`config.mk`:
```
export PLATFORM = sky130hd
export DESIGN_NAME = mem_xfer_ctrl
export DESIGN_NICKNAME = d
export VERILOG_FILES = /design/src/rtl/mem_xfer_ctrl.sv
export SDC_FILE = /design/constraint.sdc
export NUM_CORES = 1
export LEC_CHECK = 0
export BUFFER_PORTS_ARGS = -buffer_cell sky130_fd_sc_hd__buf_2
export CAP_MARGIN = 5
export CORE_MARGIN = 10
export CORE_UTILIZATION = 49
export DETAILED_ROUTE_END_ITERATION = 8
export GPL_TIMING_DRIVEN = 0
export HOLD_SLACK_MARGIN = 0.03
export MAX_ROUTING_LAYER = met4
export PLACE_DENSITY = 0.84
export SKIP_LAST_GASP = 1
export SLEW_MARGIN = 20
export SYNTH_ARGS = -nofsm -noshare
export SYNTH_HDL_FRONTEND = slang
export SYNTH_SLANG_ARGS = --single-unit
```
`constraint.sdc`:
```
create_clock -name clock -period 2.7 [get_ports clock]
set_input_delay 0.27 -clock clock [delete_from_list [all_inputs] [get_ports clock]]
set_output_delay 0.27 -clock clock [all_outputs]
set_load 0.05 [all_outputs]
```
`src/rtl/mem_xfer_ctrl.sv`:
```
// Copies DEPTH bytes from a registered-read source memory to a destination memory,
// passing host load accesses through to the source while idle.
module mem_xfer_ctrl #(
  parameter int DW    = 8,
  parameter int AW    = 3,
  parameter int DEPTH = 8
) (
  input  logic             clock,
  input  logic             reset,
  input  logic             start,
  input  logic [AW-1:0]    host_addr,
  input  logic             host_we,
  input  logic [DW-1:0]    host_data,
  output logic [AW-1:0]    AddrA,
  output logic             WEA,
  output logic [DW-1:0]    DataInA,
  input  logic [DW-1:0]    DOut1,
  output logic [AW-1:0]    AddrB,
  output logic             WEB,
  output logic [DW-1:0]    DataInB,
  output logic             busy,
  output logic             done,
  output logic [DW+AW-1:0] checksum
);

  typedef enum logic [1:0] {IDLE, RUN, FLUSH, DONE} state_e;

  localparam logic [AW-1:0] LAST = AW'(DEPTH - 1);

  state_e            state_q;
  logic [AW-1:0]     rd_addr_q;
  logic [AW-1:0]     wr_addr_q;
  logic              wr_pend_q;
  logic [DW+AW-1:0]  checksum_q;
  logic [DW+AW-1:0]  checksum_d;
  logic              busy_q;
  logic              done_q;

  assign checksum_d = checksum_q + (DW+AW)'(DOut1);

  // The destination write trails the source read by one cycle, covering the read latency.
  always_ff @(posedge clock or posedge reset) begin
    if (reset) begin
      state_q    <= IDLE;
      rd_addr_q  <= '0;
      wr_addr_q  <= '0;
      wr_pend_q  <= 1'b0;
      checksum_q <= '0;
      busy_q     <= 1'b0;
      done_q     <= 1'b0;
    end else begin
      done_q <= 1'b0;
      if (wr_pend_q) checksum_q <= checksum_d;
      case (state_q)
        IDLE: begin
          if (start) begin
            state_q    <= RUN;
            rd_addr_q  <= '0;
            checksum_q <= '0;
            wr_pend_q  <= 1'b0;
            busy_q     <= 1'b1;
          end
        end
        RUN: begin
          wr_addr_q <= rd_addr_q;
          wr_pend_q <= 1'b1;
          if (rd_addr_q == LAST) begin
            state_q <= FLUSH;
          end else begin
            rd_addr_q <= rd_addr_q + AW'(1);
          end
        end
        FLUSH: begin
          wr_pend_q <= 1'b0;
          state_q   <= DONE;
          done_q    <= 1'b1;
        end
        DONE: begin
          state_q <= IDLE;
          busy_q  <= 1'b0;
        end
        default: state_q <= IDLE;
      endcase
    end
  end

  // Host owns the source port only while idle; the transfer never writes the source.
  always_comb begin
    AddrA   = rd_addr_q;
    WEA     = 1'b0;
    DataInA = '0;
    if (state_q == IDLE) begin
      AddrA   = host_addr;
      WEA     = host_we;
      DataInA = host_data;
    end
  end

  assign AddrB    = wr_addr_q;
  assign WEB      = wr_pend_q;
  assign DataInB  = DOut1;
  assign busy     = busy_q;
  assign done     = done_q;
  assign checksum = checksum_q;

endmodule

```
Word-level counts from Yosys, hierarchy flattened
Index checks and enable logic that the tools add are counted.
- add/subtract/negate cells: 2
- multiply operators: 0
- divide/modulo/power cells: 0
- magnitude comparators: 0
- equality and inequality tests: 7
- shift-type cells: 0
- muxes and demuxes: 17
- bitwise operators: 0
- reductions and logical operators: 8
- operator list (cell ; number):
    2-to-1 mux 11 bit ; 3
    adder 11 x 8 -> 11 bit ; 1
    2-to-1 mux 3 bit ; 3
    2-to-1 mux 8 bit ; 1
    one-hot mux 2 bit (4 select lines) ; 1
    inequality test 2 bit, second input constant ; 3
    one-hot mux 3 bit (2 select lines) ; 1
    AND reduction 2 bit ; 3
    equality test 2 bit, second input constant ; 2
    2-to-1 mux 1 bit ; 4
    2-to-1 mux 2 bit ; 2
    nonzero test 2 bit ; 2
    adder 3 x 1 -> 3 bit, second input constant ; 1
    equality test 3 bit, second input constant ; 1
    one-hot mux 1 bit (3 select lines) ; 1
    AND reduction 3 bit ; 1
    nonzero test 3 bit ; 1
    equality test 2 x 1 -> 1 bit, second input constant ; 1
    zero test 2 bit ; 1
    one-hot mux 1 bit (2 select lines) ; 1
- flip-flop bits (word level): 22
- latch bits: 0
- RAM bits: 0
- memory bits (read-only): 0
- input port bits: 23
- output and inout port bits: 37
- memories kept: 0

Logic depth before layout (Yosys ltp)
Gate-level depths: netlist (run 1).
- word-level depth: 4
- depth in mapped cells: 7

Least setup slack after synthesis (run 1)
No wires, ideal clock.
- path kind: reg2reg
- start: reg checksum_q[0], in the netlist checksum[0]
- end: reg checksum_q[6], in the netlist checksum[6]
- setup time: 0.127 ns
- data arrival time: 2.059 ns
- slack: 0.514 ns
- cell stages (with the launch flop): 7
- period minus slack after synthesis: 2.186 ns
- cells stage by stage: dfrtp_1 > ha_1 > fa_1 > a21o_1 > a221o_2 > nor3b_2 > nor3b_2
- longest elaborated chain between the ends: 4
- RTL lines (what ; line ; text):
    start: declaration ; 34 ; logic [DW+AW-1:0] checksum_q;
    start signal: assignment ; 53 ; if (wr_pend_q) checksum_q <= checksum_d;
    adder 11 x 8 -> 11 bit * ; 39 ; assign checksum_d = checksum_q + (DW+AW)'(DOut1);
    2-to-1 mux 11 bit * ; 53 ;
    2-to-1 mux 11 bit ; 56 ; if (start) begin
    2-to-1 mux 11 bit * ; 54 ; case (state_q)
Mark *: on every way between the ends. The rest lies on a longest branch, timed or not.
A chain may end at the register's enable or synchronous reset.

Final worst setup path (run 1)
- start: reg state_q[0]
- end: out WEA
- longest elaborated chain between the ends: 2
- RTL lines (what ; line ; text):
    start: declaration ; 30 ; state_e state_q;
    start signal: assignment ; 44 ; state_q <= IDLE;
    start signal: assignment ; 57 ; state_q <= RUN;
    start signal: assignment ; 68 ; state_q <= FLUSH;
    zero test 2 bit ; 92 ; if (state_q == IDLE) begin
    2-to-1 mux 1 bit ; 92 ;
    end: declaration ; 15 ; output logic WEA,
Every way passes these cells.

==> flow_metrics.tcl, run 1 <==
set metrics [dict create \
    rows 20 \
    syn_area_mm2 0.00154 \
    post_drt_wl_per_cell_um 13.6 \
    finalSetupViolCount 0 \
    nets 255 \
    hold_violations 0 \
    ys_warn_count 0 \
    postRouteAntennaNets 0 \
    outcome "complete, no violations" \
    clock_latency_ns 0.31 \
    antenna_cells 0 \
    top_layer_used "met4" \
    synth_top_area_frac 0.357 \
    slew_violations 0 \
    crit_type "reg2out" \
    die_y_um 76.1 \
    cts_buffer_depth 2 \
    worstPathArrival_ns 1.95 \
    finalWirelength_um 3500 \
    clock-root-buffer "clkbuf_4" \
    pin_count 60 \
    numCtsBuffers 3 \
    maxSlewHeadroom 0.438 \
    core_area_mm2 0.00303 \
    drive_gt1_frac 0.402 \
    yosysSeqAreaShare 0.357 \
    max_cap_violations 0 \
    clock_sinks 22 \
    finClkSkew_ns 0.0101 \
    drtIter0Drc 68 \
    dr_wl_met2_um 1710 \
    synth_nets 191 \
    start_kind "flop" \
    yosysUniqueCellTypes 38 \
    hp-class "in2async" \
    route.detailed.drc 0 \
    cts_tree "yes" \
    dieWidth_um 76.1 \
    synth-seq-cells 22 \
    die-area_mm2 0.00579 \
    syn2layout_area_growth_pct 24.2 \
    viasPerCell 5.07 \
    cp_max_fo 10 \
    initial_core_util 0.509 \
    antenna_found_initial 0 \
    met1_length_um 1550 \
    final.setup.tns_ns 0 \
    cts_hold_buf 0 \
    grt_start_max_net_pins 23 \
    p_leak_nw 1.04 \
    netlist_instances 152 \
    drtPass1Iterations 4 \
    cts_setup_buffers 0 \
    io_buffers 59 \
    cts_resized 0 \
    grt_pass1_wl_um 6170 \
    htreeDepth 1 \
    period_minus_slack_ns 2.22 \
    cp.required_ns 2.43 \
    peakVddDrop_mv 0.663 \
    fin_util 0.632 \
    startpoint "state_q[0]$_DFFE_PP0P_" \
    worst_slew_pin_slew_ns 0.841 \
    synth.area.top_cells "dfrtp_1, ha_1, mux2_2" \
    cellPowerDensity_mw_per_mm2 1320 \
    yosys.area.top_type "dfrtp_1" \
    grt_usage 0.124 \
    syn_avg_cell_area_um2 10.1 \
    num_vias 1308 \
    rsz0062_at_grt "false" \
    place_congestion 0.912 \
    path_clk_slew_ns 0.12 \
    end_kind "output port" \
    post-dp-hpwl_um 2880 \
    grt_pass1_vias 1379 \
    rrSetupSlack_ns 0.66 \
    period_share 0.822 \
    rr_endpoint "checksum[6]$_DFF_PP0_" \
    met3_wirelength_um 226 \
    fmax_ghz 0.451 \
    grt_remaining_overflow 0 \
    timing.rr.start "checksum[0]$_DFF_PP0_" \
    critPathCapture "WEA" \
    worstRegToRegCells 6 \
]
[report_power, final]
group          total (W)  switching (W)  internal (W)
registers       0.000597       0.000123      0.000473
logic            0.00178        0.00118      0.000593
clock network   0.000149      0.0000973     0.0000520
total            0.00252        0.00141       0.00112
[cell families (layout without fill, tap and decap cells)]
group / Yosys count / in the layout / share of synthesized area
flops: 22 / 22 / 0.357
simple gates: 42 / 42 / 0.164
compound gates: 40 / 40 / 0.181
buf+inv: 17 / 79 / 0.0617
fa+ha+maj: 16 / 16 / 0.135
mux: 12 / 12 / 0.0844
xor+xnor: 3 / 3 / 0.0170
[cell usage in the layout (no fill, tap or decap), types with 2 or more instances in the layout]
cell,count
o211ai_1,2
inv_1,4
clkbuf_4,3
a211oi_1,2
a21oi_1,8
nand3b_1,2
buf_4,8
mux2i_1,4
o21ai_0,10
dfrtp_1,22
mux2_2,8
nand2b_1,3
nor2_1,6
clkbuf_1,4
xnor2_1,2
ha_1,15
nor3b_2,2
nand3_1,4
buf_2,60
a22o_1,5
nand2_1,5
or3_1,2
and2_1,13
a21o_1,5
[critical path, cell delays in order (launching register included)]
cell and delay (ns):
dfrtp_1 0.46, inv_1 0.11, ha_1 0.16, buf_2 0.20
clkbuf_1 0.27, and2_1 0.18, buf_2 0.26
[per-stage QoR]
| step | instance area, um^2 | setup WS, ns | instances | hold slack [ns] | power [W] |
|---|---|---|---|---|---|
| floorplan | 1540 | 0.514 | 152 | 0.259 | 0.00201 |
| global placement | 1890 | 0.695 | 255 | 0.487 | 0.00236 |
| detailed placement | 1890 | 0.676 | 255 | 0.490 | 0.00240 |
| CTS | 1910 | 0.482 | 258 | 0.154 | 0.00255 |
| global route | 1910 | 0.343 | 258 | 0.177 | 0.00274 |
| finish | 1910 | 0.481 | 258 | 0.108 | 0.00252 |
[flip-flops by register name, summed over array words and instances, names as in the netlist]
| register | cells |
|---|---|
| state_q | 2 |
| WEB | 1 |
| rd_addr_q | 3 |
| busy | 1 |
| done | 1 |
| checksum | 11 |
| AddrB | 3 |
[per-layer routing]
metal | vias to the layer above | GRT usage
met5 | - | -
met4 | 0 | 0.0167
met3 | 2 | 0.0342
met2 | 32 | 0.216
met1 | 604 | 0.143
li1 | 670 | -
[how the worst min path moves through the flow]
stage                         startpoint                endpoint  slack (ns)
detailed placement  AddrB[2]$_DFFE_PP0P_    AddrB[2]$_DFFE_PP0P_        0.49
global placement    AddrB[1]$_DFFE_PP0P_    AddrB[1]$_DFFE_PP0P_        0.49
CTS                                reset          done$_DFF_PP0_        0.15
finish                             reset          done$_DFF_PP0_        0.11
floorplan                          reset    AddrB[0]$_DFFE_PP0P_        0.26
global route                       reset  state_q[0]$_DFFE_PP0P_        0.18
[final cells by class]
type	count	area (um^2)
Multi-Input combinational cell	113	896
Buffer	13	80.1
Fill cell	271	1110
Timing Repair Buffer	59	295
Inverter	4	15.0
Sequential cell	22	551
Tap cell	44	55.1
Clock buffer	3	22.5
[synth_stat cells]
cell,number
and2b_1,1
a311oi_1,1
and3_4,1
a211o_1,1
dfrtp_1,22
a221o_2,1
o211ai_1,2
and2_1,13
buf_4,8
a221oi_2,1
a211oi_1,2
xor2_1,1
fa_1,1
and3_1,1
mux2_2,8
a21oi_1,8
a21o_1,5
a31o_2,1
nand2b_1,3
inv_1,4
xnor2_1,2
o21ai_0,10
nor2_1,6
nand3b_1,2
o32a_1,1
mux2i_1,4
a22oi_1,1
or3_1,2
a22o_1,5
o21bai_1,1
nor2b_1,1
nand3_1,4
and3_2,1
buf_2,1
ha_1,15
nand2_1,5
clkbuf_1,4
nor3b_2,2
No activity file was read; power rests on OpenSTA's default activity.
==> run 2, diff against run 1 <==
--- a/config.mk
+++ b/config.mk
@@ -5,15 +5,16 @@
 export SDC_FILE = /design/constraint.sdc
 export NUM_CORES = 1
 export LEC_CHECK = 0
+export ABC_AREA = 1
 export BUFFER_PORTS_ARGS = -buffer_cell sky130_fd_sc_hd__buf_2
 export CAP_MARGIN = 5
 export CORE_MARGIN = 10
-export CORE_UTILIZATION = 49
+export CORE_UTILIZATION = 44
 export DETAILED_ROUTE_END_ITERATION = 8
 export GPL_TIMING_DRIVEN = 0
 export HOLD_SLACK_MARGIN = 0.03
 export MAX_ROUTING_LAYER = met4
-export PLACE_DENSITY = 0.84
+export PLACE_DENSITY = 0.8
 export SKIP_LAST_GASP = 1
 export SLEW_MARGIN = 20
 export SYNTH_ARGS = -nofsm -noshare
==> constraint.sdc (replaced) <==
create_clock -name clock -period 1.9 [get_ports clock]
set_input_delay 0.19 -clock clock [delete_from_list [all_inputs] [get_ports clock]]
set_output_delay 0.19 -clock clock [all_outputs]
set_load 0.05 [all_outputs]
==> run 2 against run 1 <==
Non-clock buffer count grew 1; global-route usage rose by 0.074 points; sequential power increased by 37%; combinational power is 62% higher; design area increased by 5.2%; synthesized cell count is 49% higher; cell count increased by 30%; worst setup slack worse by 0.38 ns; routed wire length rose by 12%; critical endpoint is now DataInA[7].
==> flow_metrics.tcl, run 2 <==
set metrics [dict create \
    io_buffers 59 \
    core_area_mm2 0.00339 \
    peakVddDrop_mv 1.02 \
    clock_latency_ns 0.32 \
    die-area_mm2 0.00638 \
    fmax_ghz 0.555 \
    postRouteAntennaNets 0 \
    nets 331 \
    cp.required_ns 1.71 \
    rsz0062_at_grt "false" \
    dieWidth_um 79.9 \
    fin_cells 336 \
    worst_slack_ns 0.0997 \
    finalSetupViolCount 0 \
    cts_hold_buf 0 \
    maxSlewHeadroom 0.433 \
    synth-edff-count 0 \
    finClkSkew_ns 0.0131 \
    grt_pass1_wl_um 6410 \
    p_sw_w 0.00232 \
    worst_slew_pin_slew_ns 0.850 \
    async_flop_share 1.00 \
    path_buf_inv 5 \
    ys_warn_count 0 \
    synth-compound-area-share 0.0833 \
    end_kind "output port" \
    yosysMostFrequentCell "nand2_1" \
    final_cell_mix "nand2_1, buf_2, inv_1" \
    htreeDepth 1 \
    yosysSeqAreaShare 0.349 \
    muxShareOfSynthArea 0 \
    synth_simple_gate_area_frac 0.263 \
    viasPerCell 4.61 \
    slowest_delay_ns 0.42 \
    dp.cells 331 \
    grt_usage 0.125 \
    worstRegToRegCells 9 \
    yosys.area.top_type "dfrtp_1" \
    total_power_w 0.00393 \
    pin_count 60 \
    grt_remaining_overflow 0 \
    cellPowerDensity_mw_per_mm2 1950 \
    p_int_w 0.00161 \
    hold_violations 0 \
    synth.area.top_cells "dfrtp_1, nand2_1, ha_1" \
    max_cap_violations 0 \
    cts_tree "yes" \
    worstPathArrival_ns 1.61 \
    syn_avg_cell_area_um2 6.98 \
    initial_core_util 0.465 \
    cp_max_fo 10 \
    design_area_mm2 0.00201 \
    synth_xor_area_frac 0.0111 \
    path_delay_family "buffers and inverters" \
    synth_fa_ha_area_frac 0.132 \
    slew_violations 0 \
    cp_cell_sequence "inv_1, ha_2, buf_6, buf_6, nand2_1, inv_1, buf_6" \
    synth_top_family_by_area "simple AND/OR/NAND/NOR gates" \
    num_vias 1549 \
    p_sw_frac 0.590 \
    finalWirelength_um 3910 \
    final_common_cell "nand2_1" \
    clockPowerShare 0.056 \
    p_leak_nw 1.27 \
    clock_sinks 22 \
    cts_buffer_depth 2 \
    route.detailed.drc 0 \
    numCtsBuffers 3 \
    period_minus_slack_ns 1.80 \
    syn_area_mm2 0.00158 \
    hp-class "in2async" \
    rrSetupSlack_ns 0.14 \
    dp_slack_ns 0.101 \
    rows 21 \
    grt_pass1_vias 1532 \
    pwr-share-seq 0.208 \
    ys.flop_type "dfrtp_1" \
    synth_nets 265 \
    synth-seq-cells 22 \
    yosysUniqueCellTypes 21 \
    crit_type "reg2out" \
    drtIter0Drc 119 \
    clock-root-buffer "clkbuf_4" \
    rr_endpoint "checksum[10]$_DFF_PP0_" \
    antenna_found_initial 0 \
    post-dp-hpwl_um 3160 \
    post_drt_wl_per_cell_um 11.6 \
    synthTopCellsByCount "nand2_1, inv_1, nor2_1, dfrtp_1, o21ai_0" \
    synth_top_area_frac 0.349 \
    period_share 0.948 \
    largest_reg_flops 11 \
    path_clk_slew_ns 0.13 \
    die_y_um 79.9 \
    cp_slowest_cell "dfrtp_1" \
    timing.rr.start "checksum[0]$_DFF_PP0_" \
    drtPass1Iterations 4 \
    grt_start_max_net_pins 23 \
    netlist_instances 226 \
    drive_gt1_frac 0.283 \
    path_common_cell "buf_6" \
    placed_area_mm2 0.00193 \
    antenna_cells 0 \
    place_congestion 0.883 \
    syn2layout_area_growth_pct 27.8 \
    start_kind "flop" \
    outcome "complete, no violations" \
    combPwrFrac 0.736 \
]
==> run 2: worst max-delay path by stage <==
stage,from,to,depth (start not counted)
2_1_floorplan,state_q[0]$_DFFE_PP0P_,AddrA[0],4
3_3_place_gp,state_q[0]$_DFFE_PP0P_,DataInA[4],7
3_5_place_dp,state_q[0]$_DFFE_PP0P_,DataInA[1],7
4_1_cts,state_q[1]$_DFFE_PP0P_,DataInA[1],7
5_1_grt,state_q[1]$_DFFE_PP0P_,DataInA[7],7
6_report,state_q[1]$_DFFE_PP0P_,DataInA[7],7
==> run 2: kinds of logic after synthesis <==
logic type               count (synthesis)
buffers and inverters                   57
flip-flops                              22
AND/OR/NAND/NOR                        103
adder cells (fa/ha/maj)                 16
AO/OA/AOI/OAI                           26
XOR/XNOR                                 2
==> run 2: timing repair <==
action	in CTS	in global routing
setup buffers	1	1
setup endpoints to repair	9	13
pin swaps	0	0
resized for setup	11	7
==> run 2: final cells by class <==
class / count / area, um^2
Fill cell: 318 / 1380
Multi-Input combinational cell: 147 / 785
Sequential cell: 22 / 551
Timing Repair Buffer: 61 / 337
Inverter: 45 / 170
Buffer: 12 / 92.6
Tap cell: 46 / 57.6
Clock buffer: 3 / 22.5
==> run 2: power by group through the flow <==
stage / clock, W / sequential [W] / combinational, W
after detailed placement: 0 / 0.000845 / 0.00277
final: 0.000220 / 0.000820 / 0.00289
after CTS: 0.000226 / 0.000825 / 0.00286
after global routing: 0.000242 / 0.000849 / 0.00320
after global placement: 0 / 0.000838 / 0.00273
after floorplan: 0 / 0.00141 / 0.00160
==> run 2: per-stage QoR <==
stage / util / hold WS (ns) / TNS (ns)
after global placement: 0.569 / 0.387 / 0
after detailed placement: 0.569 / 0.394 / 0
after floorplan: - / 0.179 / -0.544
after global routing: 0.594 / 0.0546 / 0
after CTS: 0.586 / 0.0481 / 0
final: 0.594 / 0.0211 / 0
==> run 2: worst reg2reg max path, stage by stage (launching register included) <==
cell,delay [ns]
dfrtp_1,0.42
ha_1,0.21
fa_1,0.41
nand2_2,0.10
nand2_1,0.09
nand3_1,0.11
nand3_2,0.11
nand3_1,0.10
nand2_1,0.05
nor2_1,0.09
==> run 2: routing by layer <==
layer | up-vias | routed length (um) | GRT usage
li1 | 807 | - | -
met1 | 690 | 1590 | 0.128
met2 | 44 | 1970 | 0.220
met3 | 8 | 282 | 0.0372
met4 | 0 | 72 | 0.0493
met5 | - | 0 | -
